**src/rtl/read_data_router_pkg.sv**
```systemverilog
`default_nettype none
// ============================================================================
// Module      : read_router_pkg
// Description : Shared constants and the read tag type for read_data_router.
// Revision    : 1.0 - initial release
// ============================================================================
package read_router_pkg;

  localparam int DEF_NUM_SRC   = 3;
  localparam int DEF_DATA_W    = 32;
  localparam int DEF_READ_LAT  = 1;
  localparam int DEF_ERR_CNT_W = 16;

  // Widest selector needed for the largest legal source count (16).
  localparam int c_max_sel_w = 4;

  typedef struct packed {
    logic                   valid;
    logic [c_max_sel_w-1:0] sel;
  } rd_tag_t;

endpackage
`default_nettype wire

```
**src/rtl/read_data_router_if.sv**
```systemverilog
`default_nettype none
// ============================================================================
// Module      : read_data_router_if
// Description : Request, bank data, response and status bundle of the router.
// Revision    : 1.0 - initial release
// ============================================================================
interface read_data_router_if
  import read_router_pkg::*;
#(
  parameter int NUM_SRC   = DEF_NUM_SRC,
  parameter int DATA_W    = DEF_DATA_W,
  parameter int READ_LAT  = DEF_READ_LAT,
  parameter int ERR_CNT_W = DEF_ERR_CNT_W,
  parameter int SEL_W     = $clog2(NUM_SRC),
  parameter int OUT_W     = $clog2(READ_LAT + 2)
);

  logic                             ReqValid;
  logic [SEL_W-1:0]                 ReqSel;
  logic [NUM_SRC-1:0][DATA_W-1:0]   ReadDataIn;
  logic                             RspValid;
  logic [DATA_W-1:0]                ReadData;
  logic                             RspErr;
  logic [OUT_W-1:0]                 Outstanding;
  logic [ERR_CNT_W-1:0]             ErrCount;

  modport master (
    output ReqValid, ReqSel, ReadDataIn,
    input  RspValid, ReadData, RspErr, Outstanding, ErrCount
  );

  modport slave (
    input  ReqValid, ReqSel, ReadDataIn,
    output RspValid, ReadData, RspErr, Outstanding, ErrCount
  );

endinterface
`default_nettype wire

```
**src/rtl/read_data_router_tag_pipe.sv**
```systemverilog
`default_nettype none
// ============================================================================
// Module      : read_tag_pipe
// Description : DEPTH-stage shift register of read tags with synchronous clear.
// Revision    : 1.0 - initial release
// ============================================================================
module read_tag_pipe
  import read_router_pkg::*;
#(
  parameter int DEPTH = DEF_READ_LAT
) (
  input  wire logic clk,
  input  wire logic reset,
  input  rd_tag_t   i_tag,
  output rd_tag_t   o_tag
);

  rd_tag_t r_stage [DEPTH];

  always_ff @(posedge clk) begin
    if (reset) begin
      for (int j = 0; j < DEPTH; j++) begin
        r_stage[j] <= '0;
      end
    end else begin
      r_stage[0] <= i_tag;
      for (int j = 1; j < DEPTH; j++) begin
        r_stage[j] <= r_stage[j-1];
      end
    end
  end

  assign o_tag = r_stage[DEPTH-1];

endmodule
`default_nettype wire

```
**src/rtl/read_data_router.sv**
```systemverilog
`default_nettype none
// ============================================================================
// Module      : read_data_router
// Description : Latency-matched read data mux with response strobe, range
//               error detection, outstanding-read and error counters.
// Revision    : 1.0 - initial release
// ============================================================================
module read_data_router
  import read_router_pkg::*;
#(
  parameter int NUM_SRC   = DEF_NUM_SRC,
  parameter int DATA_W    = DEF_DATA_W,
  parameter int SEL_W     = $clog2(NUM_SRC),
  parameter int READ_LAT  = DEF_READ_LAT,
  parameter int ERR_CNT_W = DEF_ERR_CNT_W
) (
  input wire logic          clk,
  input wire logic          reset,
  read_data_router_if.slave bus
);

  localparam int c_out_w = $clog2(READ_LAT + 2);
  localparam logic [c_max_sel_w:0]   c_num_src = (c_max_sel_w + 1)'(NUM_SRC);
  localparam logic [c_out_w-1:0]     c_out_one = c_out_w'(1);
  localparam logic [ERR_CNT_W-1:0]   c_err_one = ERR_CNT_W'(1);

  rd_tag_t             w_req_tag;
  rd_tag_t             w_last_tag;
  logic                w_in_range;
  logic [DATA_W-1:0]   w_sel_data;

  logic                r_rsp_valid;
  logic                r_rsp_err;
  logic [DATA_W-1:0]   r_read_data;
  logic [c_out_w-1:0]  r_outstanding;
  logic [ERR_CNT_W-1:0] r_err_cnt;

  always_comb begin
    w_req_tag                = '0;
    w_req_tag.valid          = bus.ReqValid;
    w_req_tag.sel[SEL_W-1:0] = bus.ReqSel;
  end

  read_tag_pipe #(
    .DEPTH (READ_LAT)
  ) u_tag_pipe (
    .clk   (clk),
    .reset (reset),
    .i_tag (w_req_tag),
    .o_tag (w_last_tag)
  );

  // Compare on the full 4-bit tag so codes beyond NUM_SRC are caught.
  assign w_in_range = ({1'b0, w_last_tag.sel} < c_num_src);

  always_comb begin
    w_sel_data = '0;
    for (int i = 0; i < NUM_SRC; i++) begin
      if (w_last_tag.sel == c_max_sel_w'(i)) begin
        w_sel_data = bus.ReadDataIn[i];
      end
    end
  end

  always_ff @(posedge clk) begin
    if (reset) begin
      r_rsp_valid <= 1'b0;
      r_rsp_err   <= 1'b0;
      r_read_data <= '0;
      r_err_cnt   <= '0;
    end else begin
      r_rsp_valid <= w_last_tag.valid;
      r_rsp_err   <= w_last_tag.valid & ~w_in_range;
      if (w_last_tag.valid) begin
        r_read_data <= w_in_range ? w_sel_data : '0;
        if (!w_in_range && (r_err_cnt != '1)) begin
          r_err_cnt <= r_err_cnt + c_err_one;
        end
      end
    end
  end

  // A response retires in the cycle its strobe is visible.
  always_ff @(posedge clk) begin
    if (reset) begin
      r_outstanding <= '0;
    end else begin
      case ({bus.ReqValid, r_rsp_valid})
        2'b10:   r_outstanding <= r_outstanding + c_out_one;
        2'b01:   r_outstanding <= r_outstanding - c_out_one;
        default: r_outstanding <= r_outstanding;
      endcase
    end
  end

  assign bus.RspValid    = r_rsp_valid;
  assign bus.RspErr      = r_rsp_err;
  assign bus.ReadData    = r_read_data;
  assign bus.Outstanding = r_outstanding;
  assign bus.ErrCount    = r_err_cnt;

endmodule
`default_nettype wire
```
**src/flat_wrapper.sv**
```systemverilog
// flat-port wrapper written by rule: the top's interface ports become plain ports
module read_data_router_flat import read_router_pkg::*;
#(
  parameter int NUM_SRC   = DEF_NUM_SRC,
  parameter int DATA_W    = DEF_DATA_W,
  parameter int SEL_W     = $clog2(NUM_SRC),
  parameter int READ_LAT  = DEF_READ_LAT,
  parameter int ERR_CNT_W = DEF_ERR_CNT_W
)
  (clk, reset, bus_ReqValid, bus_ReqSel, bus_ReadDataIn, bus_RspValid, bus_ReadData, bus_RspErr, bus_Outstanding, bus_ErrCount);
  read_data_router_if #(.NUM_SRC(NUM_SRC), .DATA_W(DATA_W), .READ_LAT(READ_LAT), .ERR_CNT_W(ERR_CNT_W), .SEL_W(SEL_W)) bus_i ();
  input wire logic clk;
  input wire logic reset;
  input wire logic [$bits(bus_i.ReqValid)-1:0] bus_ReqValid;
  input wire logic [$bits(bus_i.ReqSel)-1:0] bus_ReqSel;
  input wire logic [$bits(bus_i.ReadDataIn)-1:0] bus_ReadDataIn;
  output wire logic [$bits(bus_i.RspValid)-1:0] bus_RspValid;
  output wire logic [$bits(bus_i.ReadData)-1:0] bus_ReadData;
  output wire logic [$bits(bus_i.RspErr)-1:0] bus_RspErr;
  output wire logic [$bits(bus_i.Outstanding)-1:0] bus_Outstanding;
  output wire logic [$bits(bus_i.ErrCount)-1:0] bus_ErrCount;
  assign bus_i.ReqValid = bus_ReqValid;
  assign bus_i.ReqSel = bus_ReqSel;
  assign bus_i.ReadDataIn = bus_ReadDataIn;
  assign bus_RspValid = bus_i.RspValid;
  assign bus_ReadData = bus_i.ReadData;
  assign bus_RspErr = bus_i.RspErr;
  assign bus_Outstanding = bus_i.Outstanding;
  assign bus_ErrCount = bus_i.ErrCount;
  read_data_router #(.NUM_SRC(NUM_SRC), .DATA_W(DATA_W), .SEL_W(SEL_W), .READ_LAT(READ_LAT), .ERR_CNT_W(ERR_CNT_W)) u_core (.clk(clk), .reset(reset), .bus(bus_i));
endmodule
```
**config.mk**
```make
export PLATFORM = sky130hd
export DESIGN_NAME = read_data_router_flat
export DESIGN_NICKNAME = d
export VERILOG_FILES = /design/src/rtl/read_data_router_pkg.sv /design/src/rtl/read_data_router_if.sv /design/src/rtl/read_data_router_tag_pipe.sv /design/src/rtl/read_data_router.sv /design/src/flat_wrapper.sv
export SDC_FILE = /design/constraint.sdc
export NUM_CORES = 1
export LEC_CHECK = 0
export ABC_AREA = 1
export BUFFER_PORTS_ARGS = -buffer_cell sky130_fd_sc_hd__buf_2
export CORE_MARGIN = 2
export CORE_UTILIZATION = 29
export DETAILED_ROUTE_END_ITERATION = 6
export GPL_TIMING_DRIVEN = 0
export SYNTH_ARGS = -nofsm -noshare
export SYNTH_HDL_FRONTEND = slang
export SYNTH_SLANG_ARGS = --single-unit
```
**constraint.sdc**
```tcl
create_clock -name clk -period 1.55 [get_ports clk]
set_input_delay 0.465 -clock clk [delete_from_list [all_inputs] [get_ports clk]]
set_output_delay 0.465 -clock clk [all_outputs]
set_load 0.005 [all_outputs]
```
**Word-level counts from Yosys, hierarchy flattened**

Memories as Yosys holds them, arrays and structs flattened.
Cells that the tools add are included.

- $add $sub $neg: 3
- Magnitude comparators: 1
- Eq/ne operators: 5
- Muxes and demuxes: 10
- Bitwise operators: 2
- Reduce and logical (&&, ||, !) cells: 6

Operators by type and width:

| cell | count |
|---|---|
| two-way mux 32 bit | 4 |
| adder 16 x 1 -> 16 bit, second input constant | 1 |
| != test 16 bit, second input constant | 1 |
| == test 4 x 1 -> 1 bit, second input constant | 1 |
| == test 4 x 2 -> 1 bit, second input constant | 1 |
| logical NOT 4 bit | 1 |
| less-than comparator 4 x 2 -> 1 bit, second input constant | 1 |
| two-way mux 1 bit | 4 |
| case mux 2 bit (2 select lines) | 1 |
| two-way mux 3 bit | 1 |
| OR reduction 3 bit | 1 |
| adder 2 x 1 -> 2 bit, second input constant | 1 |
| == test 2 x 1 -> 1 bit, second input constant | 1 |
| == test 2 bit, second input constant | 1 |
| AND reduction 2 bit | 1 |
| nonzero test 2 bit | 1 |
| subtractor 2 x 1 -> 2 bit, second input constant | 1 |
| AND 1 bit | 1 |
| logical AND 1 bit | 1 |
| logical NOT 1 bit | 1 |
| inverter 1 bit | 1 |

- Flip-flop bits (word level): 52
- Memory bits (writable): 3
- Input port bits: 101
- Output and inout port bits: 52
- Logic and storage cells: 33
- Memories: 1

Memory list:

| name | depth | width | read ports | clocked after Yosys merged registers in | wr ports | line | RTL |
|---|---|---|---|---|---|---|---|
| u_core.u_tag_pipe.r_stage | 1 | 3 | 1 | 0 | 1 | read_data_router_tag_pipe.sv:18 | `rd_tag_t r_stage [DEPTH];` |

**Logic depth before layout (Yosys ltp)**

An unclocked memory read counts as a cell.

- Word-level depth: 6
- Mapped depth: 10
- Gate-level depth less buffers: 9

**By module**

Synthesis repeated with hierarchy kept, for this count alone.

- Cell total of the unflattened synthesis: 484
- Area, all modules: 3181.8 um^2

By module, submodules not included:

| module | times used | cells an instance | area each (um^2) | seq. area each (um^2) |
|---|---|---|---|---|
| read_data_router | 1 | 469 | 3044.2 | 1041.0 |
| read_tag_pipe | 1 | 15 | 137.6 | 100.1 |

**Least setup slack after synthesis**

No wires, ideal clock.

- Kind: register to register
- From: register u_core.r_err_cnt[0] (netlist: u_core.bus.ErrCount[0])
- To: register u_core.r_err_cnt[2] (netlist: u_core.bus.ErrCount[2])
- Library setup time: 0.115 ns
- Arrival: 1.363 ns
- Data required time: 1.435 ns
- Slack: 0.072 ns
- Stages on the path, launching flop included: 10
- Buffers on the path: 1
- Clock period less this slack: 1.478 ns
- Cell sequence: dfxtp_1 > ha_1 > inv_1 > nor2_4 > nand3_4 > nand2_4 > nand2_4 > buf_6 > a21oi_1 > nor2_1

- Word-level cells in the longest chain between the ends: 3
- Elaborated cells between the ends (all ways): 4
- Those cells by class: add/sub: 1; eq/ne: 1; reduce/logical: 2

RTL lines:

| what | line | RTL |
|---|---|---|
| start: declaration | read_data_router.sv:36 | `logic [ERR_CNT_W-1:0] r_err_cnt;` |
| start signal: assignment | read_data_router.sv:77 | `r_err_cnt <= r_err_cnt + c_err_one;` |
| branches (longest 3 deep; another with adder 16 x 1 -> 16 bit) | n/a |  |

Several ways; the timed one is not identified.
A chain may end at the register's enable or synchronous reset.

**Final worst setup path**

Same ends and word-level chain as after synthesis.

==> flow_metrics.env <==
export IMPL_ir_drop_mv=0.343
export IMPL_path_cells="ha_4 > inv_2 > nor2_4 > nand3_4 > nand2_4 > nand2_4 > buf_6 > a21oi_1 > nor2_1"
export IMPL_yosysTopAreaCellShare=0.383
export IMPL_worst_slew_pin_slew_ns=0.531
export IMPL_nets=712
export IMPL_arrival_ns=1.70
export IMPL_dp_hpwl_mm=6.74
export IMPL_grt_util_all_layers=0.159
export IMPL_totalWireLength_mm=8.82
export IMPL_grt_max_degree=18
export IMPL_synthSimpleGateAreaFrac=0.448
export IMPL_swShare=0.255
export IMPL_antenna_found_initial=0
export IMPL_ys_types=27
export IMPL_first_iter_violations=94
export IMPL_areaGrowthSynthToFinish_pct=39.3
export IMPL_leakage_nw=1.92
export IMPL_combPwrFrac=0.159
export IMPL_rows=36
export IMPL_cts_tree="yes"
export IMPL_hp_class="input port to flip-flop"
export IMPL_synthAdderAreaFrac=0.00871
export IMPL_start_util=0.297
export IMPL_slew_headroom=0.646
export IMPL_synth_compound_area_frac=0.0884
export IMPL_crit_family="simple AND/OR/NAND/NOR gates"
export IMPL_cts_root_buffer="clkbuf_8"
export IMPL_first_pass_iters=4
export IMPL_synthArstFlopShare=0
export IMPL_die_area_um2=10700
export IMPL_p_int_mw=2.34
export IMPL_synth_edf_count=0
export IMPL_numPortBuffers=151
export IMPL_seqPwrFrac=0.476
export IMPL_holdBufCountCts=0
export IMPL_critPathLaunchType="flip-flop"
export IMPL_vias_per_cell=4.49
export IMPL_synthCells=449
export IMPL_clock_sinks=55
export IMPL_whs_ns=0.340
export IMPL_cp_end_kind="flip-flop"
export IMPL_cp_max_fo=10
export IMPL_pwr_share_clk=0.365
export IMPL_slowest_stage="dfxtp_4"
export IMPL_placed_area_um2=3790
export IMPL_cts_buffer_depth=2
export IMPL_wl_per_cell_um=11.9
export IMPL_synth_nets=552
export IMPL_die_w_um=104
export IMPL_pin_count=153
export IMPL_setup_viol=0
export IMPL_switchingPower_mw=0.802
export IMPL_timing_fmax_mhz=674
export IMPL_first_global_vias=3074
export IMPL_yosys_warnings=0
export IMPL_antenna_left=0
export IMPL_muxShareOfSynthArea=0
export IMPL_crit_path_frequent_cell="nand2_4"
export IMPL_clk_pin_slew_ns=0.11
export IMPL_postSynthAreaPerCell_um2=6.40
export IMPL_cellPowerDensity_nw_per_um2=786
export IMPL_fp_dieH_um=104
export IMPL_synth_ff_type="dfxtp_1"
export IMPL_drive_gt1_frac=0.331
export IMPL_worst_slack_ns=0.0656
export IMPL_period_share=0.958
export IMPL_crit_type="flip-flop to flip-flop"
export IMPL_critPathRequiredTime_ns=1.76
export IMPL_numCtsBuffers=5
export IMPL_synth_top_area_cell="dfxtp_1"
export IMPL_design_area_um2=4000
export IMPL_placed_cells=733
export IMPL_period_needed_ns=1.48
export IMPL_clk_latency_ns=0.32
export IMPL_grt_overflow_total=0
export IMPL_path_buf_inv=2
export IMPL_dp_slack_ns=-0.0634
export IMPL_nFillCells=1064
export IMPL_htreeDepth=2
export IMPL_finalNonFillerCells=743
export IMPL_synth_area_leaders="dfxtp_1 (38%), nand2_1 (26%), a21oi_1 (7.8%)"
export IMPL_via_count=3333
export IMPL_run_status="completed"
export IMPL_drc_errors=0
export IMPL_globalplace_congestion=0.754
export IMPL_grt_first_pass_wirelength_mm=14.3
export IMPL_hold_viol_final=0
export IMPL_synth_top_family_by_area="simple AND/OR/NAND/NOR gates"
export IMPL_max_stage_delay_ns=0.39
export IMPL_ys_ff_latch=55
export IMPL_drv_cap=0
export IMPL_yosys_area_share_xor_xnor=0.00915
export IMPL_fin_skew_ns=0.0134
export IMPL_timing_final_max_slew_violations=0
export IMPL_yosysSeqAreaShare=0.383
export IMPL_syn_area_um2=2870
export IMPL_insertedDiodeCount=0
export IMPL_fp_coreArea_um2=9680
export IMPL_rsz0062_at_grt="yes"
-- state kept, by name (all words and copies together), names as in the netlist --
register,flops
u_core.bus.RspValid,1
u_core.bus.ReadData,32
u_core.bus.RspErr,1
u_core.u_tag_pipe.r_stage,3
u_core.bus.ErrCount,16
u_core.bus.Outstanding,2
-- stage by stage --
stage	power [mW]	TNS, ns	utilization
3_5_place_dp	2.03	-0.821	0.392
2_1_floorplan	1.78	0	-
3_3_place_gp	2.02	-0.894	0.392
5_1_grt	3.29	-0.274	0.413
4_1_cts	3.18	0	0.407
6_report	3.15	0	0.413
-- placed cells by master, fill, tap and decap left out, types with 2 or more instances in the layout --
cell / instances
inv_2: 2
nor2_1: 34
dfxtp_1: 52
nand3_1: 44
a21oi_1: 42
inv_1: 15
buf_4: 2
nand2_2: 2
nor2_2: 4
clkbuf_8: 5
clkbuf_1: 9
xor2_1: 2
nand3_2: 4
bufinv_16: 2
nor2_4: 4
dfxtp_4: 2
nand2_1: 197
buf_2: 159
nor3_1: 2
nand4_1: 4
a21oi_2: 3
nand2_4: 2
clkbuf_2: 3
-- metal layers --
| metal | GRT usage | wire [um] | vias to the layer above |
|---|---|---|---|
| met2 | 0.273 | 4230 | 88 |
| met5 | 0 | 0 | - |
| met4 | 0.0386 | 85 | 0 |
| met3 | 0.0415 | 546 | 11 |
| li1 | - | - | 1743 |
| met1 | 0.200 | 3970 | 1491 |
-- what timing repair did --
| action | in CTS | in global routing |
|---|---|---|
| pin swaps | 1 | 3 |
| gates resized for setup | 6 | 16 |
| endpoints found under the hold margin | 0 | 0 |
| buffers inserted | 0 | 2 |
| setup endpoints to repair | 25 | 44 |
-- power groups by stage --
| stage | Combinational [mW] | Clock (mW) | Sequential (mW) |
|---|---|---|---|
| 2_1_floorplan | 0.251 | 0 | 1.53 |
| 3_3_place_gp | 0.493 | 0 | 1.53 |
| 3_5_place_dp | 0.504 | 0 | 1.53 |
| 4_1_cts | 0.506 | 1.18 | 1.50 |
| 5_1_grt | 0.568 | 1.22 | 1.50 |
| 6_report | 0.499 | 1.15 | 1.50 |
-- worst paths after layout --
check        depth (start not counted)                                         end                                  from  slack (ns)
min reg2reg                          2        u_core.bus.ReadData[28]$_SDFFE_PP0P_  u_core.bus.ReadData[28]$_SDFFE_PP0P_        0.47
min                                  3  u_core.u_tag_pipe.r_stage[0][0]$_SDFF_PP0_                         bus_ReqSel[0]        0.34
max                                  9         u_core.bus.ErrCount[2]$_SDFFE_PP0P_   u_core.bus.ErrCount[0]$_SDFFE_PP0P_        0.07
max reg2reg                          9         u_core.bus.ErrCount[2]$_SDFFE_PP0P_   u_core.bus.ErrCount[0]$_SDFFE_PP0P_        0.07
-- kinds of logic (layout without fill, tap and decap cells) --
logic type                 after synthesis  after routing
DFF                                     55             55
and+or+nand+nor                        300            300
xor gates and xnor gates                 3              3
buffers and inverters                   41            202
AOI/OAI and AO/OA                       48             48
adders and majority gates                2              2
-- area by class of cell --
type | count | area [um^2] | area share
Inverter | 17 | 63.8 | 0.0159
Timing Repair Buffer | 153 | 771 | 0.193
Multi-Input combinational cell | 353 | 1630 | 0.407
Clock inverter | 3 | 67.6 | 0.0169
Sequential cell | 55 | 1110 | 0.277
Buffer | 24 | 126 | 0.0316
Clock buffer | 5 | 68.8 | 0.0172
Tap cell | 133 | 166 | 0.0416
-- cell usage after synthesis (2+ instances only) --
| cell type | n |
|---|---|
| xor2_1 | 2 |
| inv_1 | 16 |
| a21oi_1 | 45 |
| nor2_4 | 3 |
| dfxtp_1 | 55 |
| nand4_1 | 4 |
| nand3_1 | 44 |
| nor2_2 | 2 |
| nand2_2 | 2 |
| nand3_2 | 4 |
| clkbuf_1 | 12 |
| nand2_1 | 197 |
| buf_6 | 2 |
| buf_2 | 9 |
| nand2_4 | 2 |
| ha_1 | 2 |
| nor3_1 | 2 |
| nor2_1 | 37 |
-- worst register-to-register path: stages, from the launching register on --
cell,delay [ns]
dfxtp_4,0.39
ha_4,0.16
inv_2,0.04
nor2_4,0.16
nand3_4,0.12
nand2_4,0.10
nand2_4,0.08
buf_6,0.16
a21oi_1,0.13
nor2_1,0.06
Note: power is estimated with default switching activity, not from simulation.
